File: src/rtl/adder_tree_pkg.sv
// Shared types and constants for the adder tree and its downstream accumulator.
package adder_tree_pkg;

  typedef logic [31:0] fp32_t;

  localparam int unsigned TREE_LATENCY_DEFAULT = 6;

  // ceil(log2(n)) pairwise levels; a tree over n elements has latency tree_levels(n) + 1.
  function automatic int unsigned tree_levels(input int unsigned n);
    int unsigned lv;
    lv = 0;
    for (int i = 0; i < 32; i++) begin
      if ((32'd1 << i) < n) lv = i + 1;
    end
    return lv;
  endfunction

endpackage

File: src/rtl/acc_result_fifo.sv
// Small circular result FIFO with registered head; push and pop may coincide at any fill level.
module acc_result_fifo #(
  parameter int unsigned DATA_WIDTH = 32,
  parameter int unsigned OUT_DEPTH  = 2,
  localparam int unsigned CNT_W     = $clog2(OUT_DEPTH + 1)
) (
  input  logic                  i_clk,
  input  logic                  i_rst_n,
  input  logic                  i_push,
  input  logic [DATA_WIDTH-1:0] i_data,
  input  logic                  i_pop,
  output logic                  o_full,
  output logic                  o_empty,
  output logic [CNT_W-1:0]      o_count,
  output logic [DATA_WIDTH-1:0] o_head
);

  localparam int unsigned PTR_W = (OUT_DEPTH > 1) ? $clog2(OUT_DEPTH) : 1;
  localparam logic [PTR_W-1:0] LAST_PTR = PTR_W'(OUT_DEPTH - 1);

  logic [DATA_WIDTH-1:0] r_mem [OUT_DEPTH];
  logic [PTR_W-1:0]      r_wr_ptr, r_rd_ptr;
  logic [CNT_W-1:0]      r_count;
  logic                  w_do_push, w_do_pop;

  assign o_empty   = (r_count == '0);
  assign o_full    = (r_count == CNT_W'(OUT_DEPTH));
  assign o_count   = r_count;
  assign o_head    = r_mem[r_rd_ptr];
  assign w_do_pop  = i_pop & ~o_empty;
  assign w_do_push = i_push & (~o_full | w_do_pop);

  always_ff @(posedge i_clk) begin
    if (!i_rst_n) begin
      for (int i = 0; i < OUT_DEPTH; i++) r_mem[i] <= '0;
      r_wr_ptr <= '0;
      r_rd_ptr <= '0;
      r_count  <= '0;
    end else begin
      if (w_do_push) begin
        r_mem[r_wr_ptr] <= i_data;
        r_wr_ptr        <= (r_wr_ptr == LAST_PTR) ? '0 : r_wr_ptr + PTR_W'(1);
      end
      if (w_do_pop) r_rd_ptr <= (r_rd_ptr == LAST_PTR) ? '0 : r_rd_ptr + PTR_W'(1);
      unique case ({w_do_push, w_do_pop})
        2'b10:   r_count <= r_count + CNT_W'(1);
        2'b01:   r_count <= r_count - CNT_W'(1);
        default: ;
      endcase
    end
  end

endmodule

File: src/rtl/float_add.sv
// Single-cycle combinational fp32 adder, round-to-nearest-even, subnormals flushed to zero.
module float_add (
  input  logic [31:0] i_a,
  input  logic [31:0] i_b,
  output logic [31:0] o_sum
);

  logic [31:0] w_big, w_small, w_pack;
  logic [7:0]  w_eb, w_es, w_shift;
  logic [26:0] w_mb, w_ms, w_norm;
  logic [27:0] w_raw;
  logic [9:0]  w_e;
  logic        w_sub, w_up;
  int unsigned w_lz;

  always_comb begin
    o_sum   = '0;
    w_big   = i_a;
    w_small = i_b;
    w_mb    = '0;
    w_ms    = '0;
    w_norm  = '0;
    w_raw   = '0;
    w_e     = '0;
    w_up    = 1'b0;
    w_pack  = '0;
    w_lz    = 0;
    if (i_a[30:0] < i_b[30:0]) begin
      w_big   = i_b;
      w_small = i_a;
    end
    w_eb    = w_big[30:23];
    w_es    = w_small[30:23];
    w_sub   = w_big[31] ^ w_small[31];
    w_shift = w_eb - w_es;
    if (w_eb == 8'hFF) begin
      if (w_big[22:0] != '0) o_sum = w_big | 32'h0040_0000;
      else if (w_es == 8'hFF && w_sub) o_sum = 32'h7FC0_0000;
      else o_sum = w_big;
    end else if (w_es == 8'h00) begin
      if (w_eb == 8'h00) o_sum = {w_big[31] & w_small[31], 31'd0};
      else o_sum = w_big;
    end else begin
      w_mb = {1'b1, w_big[22:0], 3'b000};
      w_ms = {1'b1, w_small[22:0], 3'b000};
      // Three extra bits carry guard, round and sticky through alignment.
      if (w_shift >= 8'd27) w_ms = 27'd1;
      else w_ms = (w_ms >> w_shift) | {26'd0, |(w_ms & ~({27{1'b1}} << w_shift))};
      w_raw = w_sub ? ({1'b0, w_mb} - {1'b0, w_ms}) : ({1'b0, w_mb} + {1'b0, w_ms});
      w_e   = {2'b00, w_eb};
      if (w_raw[27]) begin
        w_norm = w_raw[27:1] | {26'd0, w_raw[0]};
        w_e    = w_e + 10'd1;
      end else begin
        w_lz = 27;
        for (int i = 0; i < 27; i++) begin
          if (w_raw[i]) w_lz = 26 - i;
        end
        w_norm = w_raw[26:0] << w_lz;
        w_e    = w_e - 10'(w_lz);
      end
      if (w_raw == '0) begin
        o_sum = '0;
      end else if (w_e[9] || w_e == '0) begin
        o_sum = {w_big[31], 31'd0};
      end else begin
        w_up   = w_norm[2] & (w_norm[1] | w_norm[0] | w_norm[3]);
        // Hidden bit lands on the exponent LSB, so a rounding carry bumps the exponent for free.
        w_pack = {w_e[8:0] - 9'd1, 23'd0} + {8'd0, w_norm[26:3]} + {31'd0, w_up};
        if (w_pack[31] || w_pack[30:23] == 8'hFF) o_sum = {w_big[31], 8'hFF, 23'd0};
        else o_sum = {w_big[31], w_pack[30:0]};
      end
    end
  end

endmodule

File: src/rtl/adder_tree_accumulator.sv
// Accumulates NUM_CHUNKS consecutive tree sums per frame and queues frame results,
// throttling the producer by frame credits so the result FIFO cannot overflow.
module adder_tree_accumulator
  import adder_tree_pkg::*;
#(
  parameter int unsigned DATA_WIDTH   = 32,
  parameter int unsigned TREE_LATENCY = TREE_LATENCY_DEFAULT,
  parameter int unsigned NUM_CHUNKS   = 4,
  parameter int unsigned OUT_DEPTH    = 2
) (
  input  logic                  i_clk,
  input  logic                  i_rst_n,
  input  logic                  i_in_valid,
  output logic                  o_in_ready,
  input  logic [DATA_WIDTH-1:0] i_tree_s,
  output logic                  o_out_valid,
  input  logic                  i_out_ready,
  output logic [DATA_WIDTH-1:0] o_out_data,
  output logic                  o_busy
);

  localparam int unsigned CHUNK_W = (NUM_CHUNKS > 1) ? $clog2(NUM_CHUNKS) : 1;
  localparam int unsigned CNT_W   = $clog2(OUT_DEPTH + 1);
  localparam logic [CHUNK_W-1:0] LAST_CHUNK = CHUNK_W'(NUM_CHUNKS - 1);

  logic [TREE_LATENCY-1:0] r_vld_pipe;
  logic [CHUNK_W-1:0]      r_cnt, r_in_cnt;
  logic [CNT_W-1:0]        r_outstanding, w_fifo_count;
  fp32_t                   r_acc, w_sum, w_push_data;
  logic w_accept, w_s_vld, w_last, w_push, w_pop, w_frame_start, w_fifo_full, w_fifo_empty;

  assign w_accept      = i_in_valid & o_in_ready;
  assign w_frame_start = w_accept & (r_in_cnt == '0);
  assign w_s_vld       = r_vld_pipe[TREE_LATENCY-1];
  assign w_last        = (r_cnt == LAST_CHUNK);
  // First chunk loads directly so a lone -0.0 survives instead of becoming +0.0.
  assign w_push_data   = (r_cnt == '0) ? i_tree_s : w_sum;
  assign w_push        = w_s_vld & w_last & (~w_fifo_full | w_pop);
  assign w_pop         = o_out_valid & i_out_ready;

  // A frame already open at the input must be allowed to finish; its credit is already taken.
  assign o_in_ready  = (r_outstanding < CNT_W'(OUT_DEPTH)) | (r_in_cnt != '0);
  assign o_out_valid = ~w_fifo_empty;
  assign o_busy      = (|r_vld_pipe) | (r_cnt != '0) | (w_fifo_count != '0);

  float_add u_float_add (
    .i_a   (r_acc),
    .i_b   (i_tree_s),
    .o_sum (w_sum)
  );

  acc_result_fifo #(
    .DATA_WIDTH (DATA_WIDTH),
    .OUT_DEPTH  (OUT_DEPTH)
  ) u_fifo (
    .i_clk   (i_clk),
    .i_rst_n (i_rst_n),
    .i_push  (w_push),
    .i_data  (w_push_data),
    .i_pop   (w_pop),
    .o_full  (w_fifo_full),
    .o_empty (w_fifo_empty),
    .o_count (w_fifo_count),
    .o_head  (o_out_data)
  );

  always_ff @(posedge i_clk) begin
    if (!i_rst_n) begin
      r_vld_pipe    <= '0;
      r_cnt         <= '0;
      r_in_cnt      <= '0;
      r_acc         <= '0;
      r_outstanding <= '0;
    end else begin
      r_vld_pipe[0] <= w_accept;
      for (int i = 1; i < TREE_LATENCY; i++) r_vld_pipe[i] <= r_vld_pipe[i-1];
      if (w_accept) r_in_cnt <= (r_in_cnt == LAST_CHUNK) ? '0 : r_in_cnt + CHUNK_W'(1);
      if (w_s_vld) begin
        r_cnt <= w_last ? '0 : r_cnt + CHUNK_W'(1);
        r_acc <= w_push_data;
      end
      unique case ({w_frame_start, w_pop})
        2'b10:   r_outstanding <= r_outstanding + CNT_W'(1);
        2'b01:   r_outstanding <= r_outstanding - CNT_W'(1);
        default: ;
      endcase
    end
  end

endmodule

File: config.mk
export PLATFORM = sky130hd
export DESIGN_NAME = adder_tree_accumulator
export DESIGN_NICKNAME = d
export VERILOG_FILES = /design/src/rtl/adder_tree_pkg.sv /design/src/rtl/acc_result_fifo.sv /design/src/rtl/float_add.sv /design/src/rtl/adder_tree_accumulator.sv
export SDC_FILE = /design/constraint.sdc
export NUM_CORES = 1
export LEC_CHECK = 0
export CAP_MARGIN = 20
export CORE_MARGIN = 8
export CORE_UTILIZATION = 42
export CTS_CLUSTER_DIAMETER = 100
export DETAILED_ROUTE_END_ITERATION = 12
export GPL_ROUTABILITY_DRIVEN = 0
export SYNTH_ARGS = -nofsm -noshare
export SYNTH_HDL_FRONTEND = slang
export SYNTH_HIERARCHICAL = 1
export SYNTH_SLANG_ARGS = --single-unit
File: constraint.sdc
create_clock -name i_clk -period 33 [get_ports i_clk]
set_input_delay 4.95 -clock i_clk [delete_from_list [all_inputs] [get_ports i_clk]]
set_output_delay 4.95 -clock i_clk [all_outputs]
set_load 0.005 [all_outputs]
==> results of run 1 <==
## layer usage
| layer | vias up | part of all wire, % | track usage [%] | wire (um) |
|---|---|---|---|---|
| met1 | 8744 | 42 | 33.9 | 27400 |
| met3 | 187 | 9.3 | 5.02 | 6110 |
| li1 | 8444 | - | - | - |
| met5 | - | 0 | 0 | 0 |
| met4 | 0 | 4.4 | 11.1 | 2880 |
| met2 | 1043 | 45 | 41.8 | 29500 |
## through the flow
stage / worst slack, ns / instance area (um^2)
after floorplan: 15.85 / 17400
after global placement: 12.68 / 18300
after detailed placement: 12.24 / 18300
after CTS: 12.67 / 18900
after global routing: 11.74 / 19000
final: 12.78 / 19000
## cell type report
class | count | area share [%]
multi-input combinational | 1912 | 70.2
sequential | 113 | 15.3
timing repair buffer | 102 | 5.11
tap | 532 | 3.50
inverter | 131 | 2.59
clock buffer | 18 | 2.31
clock inverter | 14 | 0.935
antenna | 1 | 0.0132
## sequential cells by signal, indices dropped and copies added (netlist names), named ones only
register         count
u_fifo/r_mem        64
r_in_cnt             2
u_fifo/r_rd_ptr      1
r_acc               32
u_fifo/o_count       2
r_cnt                2
r_vld_pipe           6
r_outstanding        2
u_fifo/r_wr_ptr      1
## synth_stat cells (all sizes together), types with 27 or more instances
| cell type | instances | area, um^2 |
|---|---|---|
| inv | 129 | 484 |
| clkbuf | 75 | 282 |
| dfxtp | 49 | 981 |
| mux2 | 81 | 1020 |
| nor2 | 196 | 746 |
| nand2b | 27 | 169 |
| buf | 62 | 412 |
| nor3 | 62 | 320 |
| nand2 | 209 | 785 |
| xor2 | 28 | 245 |
| nor2b | 50 | 313 |
| a31oi | 27 | 175 |
| and3 | 31 | 194 |
| nand3 | 81 | 405 |
| o22ai | 28 | 175 |
| xnor2 | 43 | 377 |
| a21oi | 153 | 781 |
| mux2i | 107 | 1070 |
| o211ai | 30 | 225 |
| ha | 96 | 1200 |
| edfxtp | 64 | 1920 |
| and2 | 99 | 644 |
| o21ai | 152 | 764 |
## cells by family after synthesis
family                   count (synthesis)  share of synthesized area [%]
AO/OA/AOI/OAI                          660                           26.0
XOR/XNOR                                71                           3.57
AND/OR/NAND/NOR                        879                           25.8
multiplexers                           204                           14.1
adder cells (fa/ha/maj)                 98                           7.13
flip-flops                             113                           16.7
buffers and inverters                  268                           6.80
## critical path: cells and delay by family
family,cells,cell delay [ns]
compound gates,26,7.14
buf+inv,9,1.89
mux,2,0.66
simple gates,16,3.63
fa+ha+maj,5,1.52
xor+xnor,2,0.55
## worst paths after layout
| check | start | endpoint | slack, ns | cells after the start |
|---|---|---|---|---|
| worst max register to register | r_acc[23] | u_fifo/r_mem[1][22] | 17.60 | 58 |
| worst min-delay path | r_vld_pipe[0] | r_vld_pipe[1] | 0.46 | 1 |
| worst min register to register | r_vld_pipe[0] | r_vld_pipe[1] | 0.46 | 1 |
| worst max-delay path | i_tree_s[23] | u_fifo/r_mem[1][22] | 12.78 | 60 |
## power by group through the flow
stage               logic, W  clock network, W  registers [W]
floorplan           0.000161                 0       0.000156
finish              0.000250          0.000190       0.000154
global placement    0.000239                 0       0.000156
CTS                 0.000241          0.000194       0.000154
detailed placement  0.000239                 0       0.000157
global route        0.000265          0.000198       0.000154
==> results.toml, run 1 <==
[clock_network]
cts_hold_buf = 0
cts_sinks = 113
clk_latency_ns = 0.42
post_cts_resized = 0
numCtsBuffers = 17
postCtsSetupBuffers = 0
cts_tree = "done"
htree_levels = 4
clk_path_buf_depth = 2
clkSlewWorstSetupHoldPaths_ns = 0.06
cts_root_buf = "clkbuf_16"

[global_route]
antenna_found_initial = 0
grt_pass1_vias = 17100
grt_max_degree = 56
grtUsageTotal_pct = 26.1
grt_remaining_overflow = 0
grt_pass1_wl_mm = 100

[setup_path]
critPathArrivalTime_ns = 20.39
endpoint_kind = "register"
worst_ep_required_time_ns = 33.18
crit_top_cell = "a21oi_1"
timing_worst_setup_path_type = "in2reg"
cp-start-kind = "input port"
cpMaxStageDelayCell = "a22oi_2"
max_stage_delay_ns = 0.86
worstPathMaxFanout = 54

[timing]
finClkSkew_ns = 0.0146
rsz0062_at_grt = "false"
slew_viol_final = 0
worst_pin_slew_ns = 1.19
tns_ns = 0
hold_violations = 0
relSlewSlack_pct = 18.7
whs_ns = 0.456
min_period_ns = 20.22
post-route-period-util_pct = 61.3
finalSetupViolCount = 0
max_clock_freq_mhz = 49.5

[cells_and_area]
final_nets = 2411
fin_util_pct = 46.4
final_common_cell = "nand2_1"
synthToLayoutAreaGrowth_pct = 9.06
fillers = 4088
finalNonFillerCells = 2823
drive_gt1_share_pct = 9.83
layout_common_cells = "nand2_1 (209), nor2_1 (193), a21oi_1 (151)"
multi_input_area_um2 = 13300
regArea_um2 = 2900

[detailed_routing]
first_iter_violations = 2354
avgRoutedWirePerCell_um = 23.3
route.detailed.drc = 0
vias = 18400
wl_mm = 65.8
ant_nets = 0
dr.pass1.iters = 6
viasPerCell = 6.52

[floorplan]
initial_core_util_pct = 42.6
io-pin-count = 71
rows = 74
die-area_um2 = 48200
coreArea_um2 = 40900
chipHeight_um = 220
die_w_um = 220

[power_and_ir_drop]
seq_power_share_pct = 25.9
clkPwrFrac_pct = 32.0
swShare_pct = 39.9
netSwitchingPower_w = 0.000237
combPwrFrac_pct = 42.1
leakagePower_nw = 7.65
finalPower_w = 0.000593
vdd_drop_max_uv = 31.3
powerDensity_nw_per_um2 = 31.2
internal_power_w = 0.000356

[place]
hpwl_mm = 51.3
io_buffers = 70
dp.cells = 2788

[logic_synthesis]
synthFlopType = "edfxtp_1"
ys_warn_count = 6
ys_ff_latch = 113
synth_edf_count = 64
netlist_instances = 2293
syn_nets = 2427
yosysUniqueCellTypes = 114
ys_seq_area_share_pct = 16.7
avgSynthCellArea_um2 = 7.60
netlist_area_um2 = 17400
synth-async-reset-ratio_pct = 0

[hold_path]
hold_class = "reg2reg"

[outcome]
outcome = "complete, no violations"

[run]
cap_violations = 0
(Power assumes the default switching activity.)
==> run 2: changes to the inputs <==
==> constraint.sdc (replaced) <==
create_clock -name i_clk -period 16.7 [get_ports i_clk]
set_input_delay 2.505 -clock i_clk [delete_from_list [all_inputs] [get_ports i_clk]]
set_output_delay 2.505 -clock i_clk [all_outputs]
set_load 0.005 [all_outputs]
==> run 2 against run 1 <==
Net effect: routed wire length grew 0.36%; core utilization up 0.90 points; largest cell class unchanged; clock skew fell by 0.0031 ns.
==> results.toml, run 2 (same netlist as run 1, synthesis figures left out) <==
[cells_and_area]
multi_input_area_um2 = 13400
final_nets = 2459
fin_util_pct = 47.3
top_register = "u_fifo/r_mem"
layout_common_cells = "nand2_1 (209), nor2_1 (194), a21oi_1 (151)"
reg_top3 = "u_fifo/r_mem: 64 flops, r_acc: 32 flops, r_vld_pipe: 6 flops"
regArea_um2 = 2900
diodes = 0
fillers = 4096
final_common_cell = "nand2_1"
drive_gt1_share_pct = 11.9
synthToLayoutAreaGrowth_pct = 11.2
finalNonFillerCells = 2870
largest_reg_flops = 64

[timing]
hold_violations = 0
post-route-period-util_pct = 95.3
slew_viol_final = 0
relSlewSlack_pct = 28.2
max_clock_freq_mhz = 62.8
tns_ns = 0
min_period_ns = 15.92
worst_pin_slew_ns = 1.07
finClkSkew_ns = 0.0115
finalSetupViolCount = 0
rsz0062_at_grt = "false"

[place]
hpwl_mm = 52.0
dp.cells = 2838
io_buffers = 70

[power_and_ir_drop]
leakagePower_nw = 7.89
clkPwrFrac_pct = 30.4
combPwrFrac_pct = 43.5
vdd_drop_max_uv = 65.9
powerDensity_nw_per_um2 = 60.1
internal_power_w = 0.000683
finalPower_w = 0.00116
seq_power_share_pct = 26.1
swShare_pct = 41.3
netSwitchingPower_w = 0.000480

[floorplan]
die_w_um = 220
coreArea_um2 = 40900
initial_core_util_pct = 42.6
chipHeight_um = 220
die-area_um2 = 48200
rows = 74
io-pin-count = 71

[global_route]
grt_remaining_overflow = 0
grt_pass1_wl_mm = 102
antenna_found_initial = 3
grt_max_degree = 54
grt_pass1_vias = 17300
grtUsageTotal_pct = 26.6

[detailed_routing]
wl_mm = 66.1
vias = 18600
first_iter_violations = 2616
wl_met2_mm = 29.4
m1WireLength_mm = 27.3
dr.pass1.iters = 6
met3_length_mm = 6.04
route.detailed.drc = 0
viasPerCell = 6.47
avgRoutedWirePerCell_um = 23.0
routed.top_layer = "met5"
ant_nets = 0

[hold_path]
hold_class = "reg2reg"
min_from = "r_vld_pipe[3]"
holdPathEnd = "r_vld_pipe[4]"
whs_path_depth = 1

[outcome]
outcome = "complete, no violations"

[setup_path]
max_stage_delay_ns = 0.59
endpoint_kind = "register"
r2r_start = "r_acc[29]"
cp-start-kind = "input port"
r2r-end = "u_fifo/r_mem[0][9]"
path_buf_inv = 7
cpMaxStageDelayCell = "clkdlybuf4s50_1"
timing_worst_setup_path_type = "in2reg"
crit_family = "compound AO/OA/AOI/OAI gates"
critPathArrivalTime_ns = 16.08
critical_path_depth = 54
r2r_cells = 52
worst_ep_required_time_ns = 16.86
crit_top_cell = "a21oi_1"
worstPathMaxFanout = 22
r2r_slack_ns = 3.04

[clock_network]
clk_latency_ns = 0.42
clk_path_buf_depth = 2
clkSlewWorstSetupHoldPaths_ns = 0.06
htree_levels = 4
cts_root_buf = "clkbuf_16"
numCtsBuffers = 17
cts_tree = "done"
cts_sinks = 113
cts_hold_buf = 0

[run]
cap_violations = 0
-- run 2: changes by cell type in the layout (fill, tap and decap cells not counted), sizes merged --
cell / previous run / this run
diode: 1 / 0
inv: 132 / 140
clkinvlp: 4 / 0
clkinv: 6 / 4
bufinv: 3 / 0
buf: 31 / 80
-- run 2: layout make-up --
| type | count | share of cell area [%] |
|---|---|---|
| well taps | 532 | 3.44 |
| flip-flops and latches | 113 | 15.0 |
| inverters | 131 | 2.54 |
| multi-input cells | 1912 | 69.2 |
| repair buffers | 150 | 6.87 |
| clock buffers | 19 | 2.40 |
| clock inverters | 13 | 0.575 |
-- run 2: power by group through the flow --
stage / registers [W] / clock network, W / logic, W
after floorplan: 0.000309 / 0 / 0.000318
after global placement: 0.000309 / 0 / 0.000484
after detailed placement: 0.000309 / 0 / 0.000485
after CTS: 0.000303 / 0.000359 / 0.000488
after global routing: 0.000304 / 0.000371 / 0.000538
final: 0.000303 / 0.000353 / 0.000506
-- run 2: how the worst max path moves through the flow --
| stage | from | to | slack (ns) |
|---|---|---|---|
| CTS | i_tree_s[26] | u_fifo/r_mem[0][9] | 0.87 |
| global route | i_tree_s[26] | u_fifo/r_mem[1][9] | 0.02 |
| floorplan | i_tree_s[26] | u_fifo/r_mem[0][5] | 1.99 |
| detailed placement | i_tree_s[26] | u_fifo/r_mem[0][8] | 0.47 |
| finish | i_tree_s[26] | u_fifo/r_mem[0][9] | 0.78 |
| global placement | i_tree_s[26] | u_fifo/r_mem[1][4] | 0.64 |
-- run 2: repair_timing --
action,CTS,global route
setup endpoints to repair,0,92
resized for setup,0,10
setup buffers,0,0
endpoints found under the hold margin,0,0
-- run 2: worst reg2reg max path, delay by kind of cell, from the launching register on --
family	cells	cell delay, ns
AO/OA/AOI/OAI	27	6.62
AND/OR/NAND/NOR	16	4.07
adder cells (fa/ha/maj)	3	1.10
buffers and inverters	5	0.94
flip-flops	1	0.42
multiplexers	1	0.32
-- run 2: per-stage QoR --
step / setup WS, ns / hold slack, ns / area [um^2]
2_1_floorplan: 1.99 / 0.430 / 17400
3_3_place_gp: 0.636 / 0.435 / 18700
3_5_place_dp: 0.474 / 0.443 / 18700
4_1_cts: 0.871 / 0.465 / 19300
5_1_grt: 0.0168 / 0.485 / 19400
6_report: 0.782 / 0.462 / 19400
-- run 2: layer usage --
layer  up-vias  global-route usage [%]
met5         -                       0
met4         6                    12.4
met3       205                    4.84
met2      1015                    42.3
met1      8797                    34.6
li1       8547                       -
==> run 3: changes to the inputs <==
--- a/config.mk
+++ b/config.mk
@@ -9,6 +9,7 @@
 export CORE_MARGIN = 8
 export CORE_UTILIZATION = 42
 export CTS_CLUSTER_DIAMETER = 100
+export CTS_CLUSTER_SIZE = 25
 export DETAILED_ROUTE_END_ITERATION = 12
 export GPL_ROUTABILITY_DRIVEN = 0
 export SYNTH_ARGS = -nofsm -noshare
==> results of run 3 <==
Final layout, timing and power as in run 2 (identical DEF).
